==> config.mk <==
export PLATFORM = sky130hd
export DESIGN_NAME = riscv_ex_pipeline
export DESIGN_NICKNAME = d
export VERILOG_FILES = /design/src/rtl/riscv_ex_pipeline.sv
export SDC_FILE = /design/constraint.sdc
export NUM_CORES = 1
export LEC_CHECK = 0
export CAP_MARGIN = 20
export CELL_PAD_IN_SITES_DETAIL_PLACEMENT = 1
export CELL_PAD_IN_SITES_GLOBAL_PLACEMENT = 1
export CORE_AREA = 3 3 66 130
export DETAILED_ROUTE_END_ITERATION = 16
export DIE_AREA = 0 0 69 133
export GPL_TIMING_DRIVEN = 0
export PLACE_DENSITY = 0.77
export SYNTH_ARGS = -nofsm -noshare
export SYNTH_HDL_FRONTEND = slang
export SYNTH_SLANG_ARGS = --single-unit
==> constraint.sdc <==
create_clock -name clk -period 3.7 [get_ports clk]
set_input_delay 0.37 -clock clk [delete_from_list [all_inputs] [get_ports clk]]
set_output_delay 0.37 -clock clk [all_outputs]
set_load 0.03 [all_outputs]
==> src/rtl/riscv_ex_pipeline.sv <==
// rtl/riscv_ex_pipeline.sv - EX stage skid buffer: in-order circular FIFO between ID and MEM/WB
//
// Ports:
//   clk          rising-edge clock
//   rstn         synchronous active-low reset
//   id_ex_rdy    upstream offers a payload
//   id_ex_ack    block accepts the upstream payload this cycle
//   id_ex_data   upstream payload (DATA_W bits)
//   mem_wb_rdy   block presents a payload downstream
//   mem_wb_ack   downstream takes the presented payload
//   mem_wb_data  downstream payload (DATA_W bits)
module riscv_ex_pipeline #(
  parameter int DATA_W = 32,
  parameter int DEPTH  = 2
) (
  input  logic              clk,
  input  logic              rstn,
  input  logic              id_ex_rdy,
  output logic              id_ex_ack,
  input  logic [DATA_W-1:0] id_ex_data,
  output logic              mem_wb_rdy,
  input  logic              mem_wb_ack,
  output logic [DATA_W-1:0] mem_wb_data
);

  // A depth-1 buffer still needs a one-bit pointer to keep the indexing legal.
  localparam int PTR_W = (DEPTH > 1) ? $clog2(DEPTH) : 1;
  localparam int CNT_W = $clog2(DEPTH + 1);
  localparam logic [PTR_W-1:0] LAST_PTR = PTR_W'(DEPTH - 1);
  localparam logic [CNT_W-1:0] FULL_CNT = CNT_W'(DEPTH);

  logic [DATA_W-1:0] mem [DEPTH];
  logic [PTR_W-1:0]  wr_ptr;
  logic [PTR_W-1:0]  rd_ptr;
  logic [CNT_W-1:0]  count;
  logic              push;
  logic              pop;

  // Ack/rdy depend only on occupancy, never on the other side's handshake,
  // so a full buffer cannot pass a payload straight through in one cycle.
  assign id_ex_ack   = (count < FULL_CNT) && rstn;
  assign mem_wb_rdy  = (count != '0) && rstn;
  assign mem_wb_data = mem[rd_ptr];

  assign push = id_ex_rdy && id_ex_ack;
  assign pop  = mem_wb_rdy && mem_wb_ack;

  always_ff @(posedge clk) begin
    if (!rstn) begin
      wr_ptr <= '0;
      rd_ptr <= '0;
      count  <= '0;
      for (int i = 0; i < DEPTH; i++) begin
        mem[i] <= '0;
      end
    end else begin
      if (push) begin
        mem[wr_ptr] <= id_ex_data;
        wr_ptr      <= (wr_ptr == LAST_PTR) ? '0 : wr_ptr + 1'b1;
      end
      if (pop) begin
        rd_ptr <= (rd_ptr == LAST_PTR) ? '0 : rd_ptr + 1'b1;
      end
      case ({push, pop})
        2'b10:   count <= count + 1'b1;
        2'b01:   count <= count - 1'b1;
        default: count <= count;
      endcase
    end
  end

`ifndef SYNTHESIS
  always @(posedge clk) begin
    if (rstn && push && (count == FULL_CNT)) begin
      $display("ERROR: overflow");
    end
    if (rstn && pop && (count == '0)) begin
      $display("ERROR: underflow");
    end
  end
`endif

endmodule

==> run metrics <==
max_cap viols 0; Area after DPL 0.00383 mm^2; syn_nets 274; # diodes 0; DRT iter0 DRCs 112; Main synth FF type edfxtp_1; Peak VDD IR 0.308 mV; Synth cell types 22; total number of vias 2030; WL/cell 16.7 um; largest buffer count on any clock path 2; wire length of the first global-routing pass 11.4 mm; Post-synth top cells edfxtp_1, nor2_1, nand2_1, mux2_2, buf_2; post-CTS setup buffers 0; fin area 0.00408 mm^2; #FFs+latches synth 69; RR Startpoint count[1]; synthesized area 0.00299 mm^2; post-layout minimum cycle time 2.56 ns; Final Cycle Share 69.1%; initial antenna violation count 0; port bufs 69; Hold Startpoint wr_ptr; setup violators final 0; final global-route overflow total 0; critical setup path kind reg2out; relative slew slack 43.0%; Syn Area/Cell 12.6 um^2; FF/Latch Area 0.00202 mm^2; clock sink total 69; number of synthesized flops with an enable pin 64; slew of the pin with the lowest slew margin 0.852 ns; post-route ant nets 0; reg2reg end mem[0][12]; Yosys top cell area share 64.3%; largest net degree at the start of global routing 33; run status finished clean; Reg2Reg Depth 4; Global Route Usage Sum 16.3%; die area 0.00918 mm^2; Final Hold Vio Count 0; drt drc 0; num rows 45; CP Max Fanout 10; Syn-to-layout area delta 36.6%; Die H 133 um; nature of the critical path endpoint primary output; Detailed Place HPWL 4.82 mm; Starting Density 39.0%; async set-reset flop share out of synthesis 0%; Multi-input gate area 891 um^2; WHS Endpoint wr_ptr; RSZ-0062 raised after global routing false; worst setup margin 1.14 ns; core box area 0.00766 mm^2; maximum clock frequency 391 MHz; CTS buffer count 9; DR vias/cell 4.87; drt total wl 6.95 mm; hold buffers post-CTS 0; die width 69 um; P_leak 0.00156 uW; drt pass-1 iters 4; I/O pin total 70; Min-Delay Path Class reg2reg; R2R Setup Slk 1.65 ns; number of global-route vias before repair 2303; H-tree levels 3; top cells by area, synth edfxtp_1, mux2_2, nor2_1; Worst Hold Depth 2; Fillers 835; Worst-Skew Late Latency 0.32 ns; power density over cell area 534 mW/mm^2; Pins Over Slew Limit 0; clock transition at the registers of the reported paths 0.05 ns; root buf cell clkbuf_16; area leader, netlist edfxtp_1; TritonCTS clock tree built; Final Skew 0.00545 ns; Gate Count Post-Synth 237; post-CTS sizing 0; CP arrival 2.19 ns; Seq/Total Area, Yosys 67.7%; pre-CTS setup slack 1.38 ns; Critical Path RT 3.33 ns; Worst Setup Start Kind flop; placer congestion estimate 0.727; Yosys warning count 0; fraction of layout instances using a drive strength above 1 17.6%; final net count 355
## kinds of logic after synthesis
group                      Yosys count  synth area share [%]
muxes                               32                  12.1
buffers and inverters               17                  2.97
xor gates and xnor gates             3                 0.880
adders and majority gates            1                 0.419
DFF                                 69                  67.7
AOI/OAI and AO/OA                    7                  1.55
and+or+nand+nor                    108                  14.4
## report_power, final
group	internal (uW)	switching (uW)	leakage, uW
combinational	219	280	0.000715
sequential	930	19.3	0.000723
clock	455	278	0.000119
total	1600	577	0.00156
## flip-flops by register name, indices dropped and copies added (netlist names), named ones only
register / flops
wr_ptr: 1
count: 2
rd_ptr: 1
mem: 64
## how the worst max path moves through the flow
| stage | start | to | slack [ns] | cells after the start |
|---|---|---|---|---|
| 3_5_place_dp | rstn | mem_wb_rdy | 1.38 | 3 |
| 4_1_cts | flop | mem_wb_data[29] | 1.05 | 4 |
| 6_report | flop | mem_wb_data[29] | 1.14 | 4 |
| 5_1_grt | flop | mem_wb_data[29] | 1.01 | 4 |
| 3_3_place_gp | id_ex_rdy | mem[1][23] | -1.31 | 3 |
| 2_1_floorplan | count[1] | mem[1][0] | 0.34 | 3 |
## critical path, cell delays in order (launching register included)
cell and delay (ns):
dfxtp_1 0.30, clkbuf_1 0.25, buf_2 0.33, mux2_2 0.36, clkdlybuf4s50_1 0.61
## area by class of cell
type                            instances  area share [%]
Buffer                                 16            2.08
Clock buffer                           16            6.16
Inverter                                1          0.0920
Multi-Input combinational cell        151            21.8
Sequential cell                        69            49.5
Tap cell                               94            2.88
Timing Repair Buffer                   70            17.4
## metrics by stage
step                      setup TNS [ns]  hold WS (ns)  instances  total power, uW  util (%)
after global placement            -41.92         0.493        400             1460      49.6
final                                  0         0.514        417             2180      53.3
after global routing                   0         0.550        417             2280      53.3
after CTS                              0         0.520        417             2210      53.3
after floorplan                        0         0.487        237             1260         -
after detailed placement               0         0.512        401             1470      50.0
## placed cells by master, fill, tap and decap left out, types with 5 or more instances in the layout
| master | synthesis | routed |
|---|---|---|
| nand2_1 | 34 | 33 |
| buf_2 | 10 | 10 |
| mux2_2 | 30 | 30 |
| clkbuf_1 | 2 | 9 |
| clkdlybuf4s50_1 | 0 | 69 |
| dfxtp_1 | 5 | 5 |
| clkbuf_16 | 0 | 9 |
| and2_1 | 5 | 5 |
| nor2_1 | 64 | 64 |
| edfxtp_1 | 64 | 64 |
## layer usage
metal	global-route usage, %	wire, um	share of wire (%)	vias to the layer above
met2	30.3	3930	57	55
met3	3.73	234	3.4	20
met5	0	0	0	-
li1	-	-	-	973
met1	16.0	2510	36	982
met4	10.0	272	3.9	0
No activity file was read; power rests on OpenSTA's default activity.
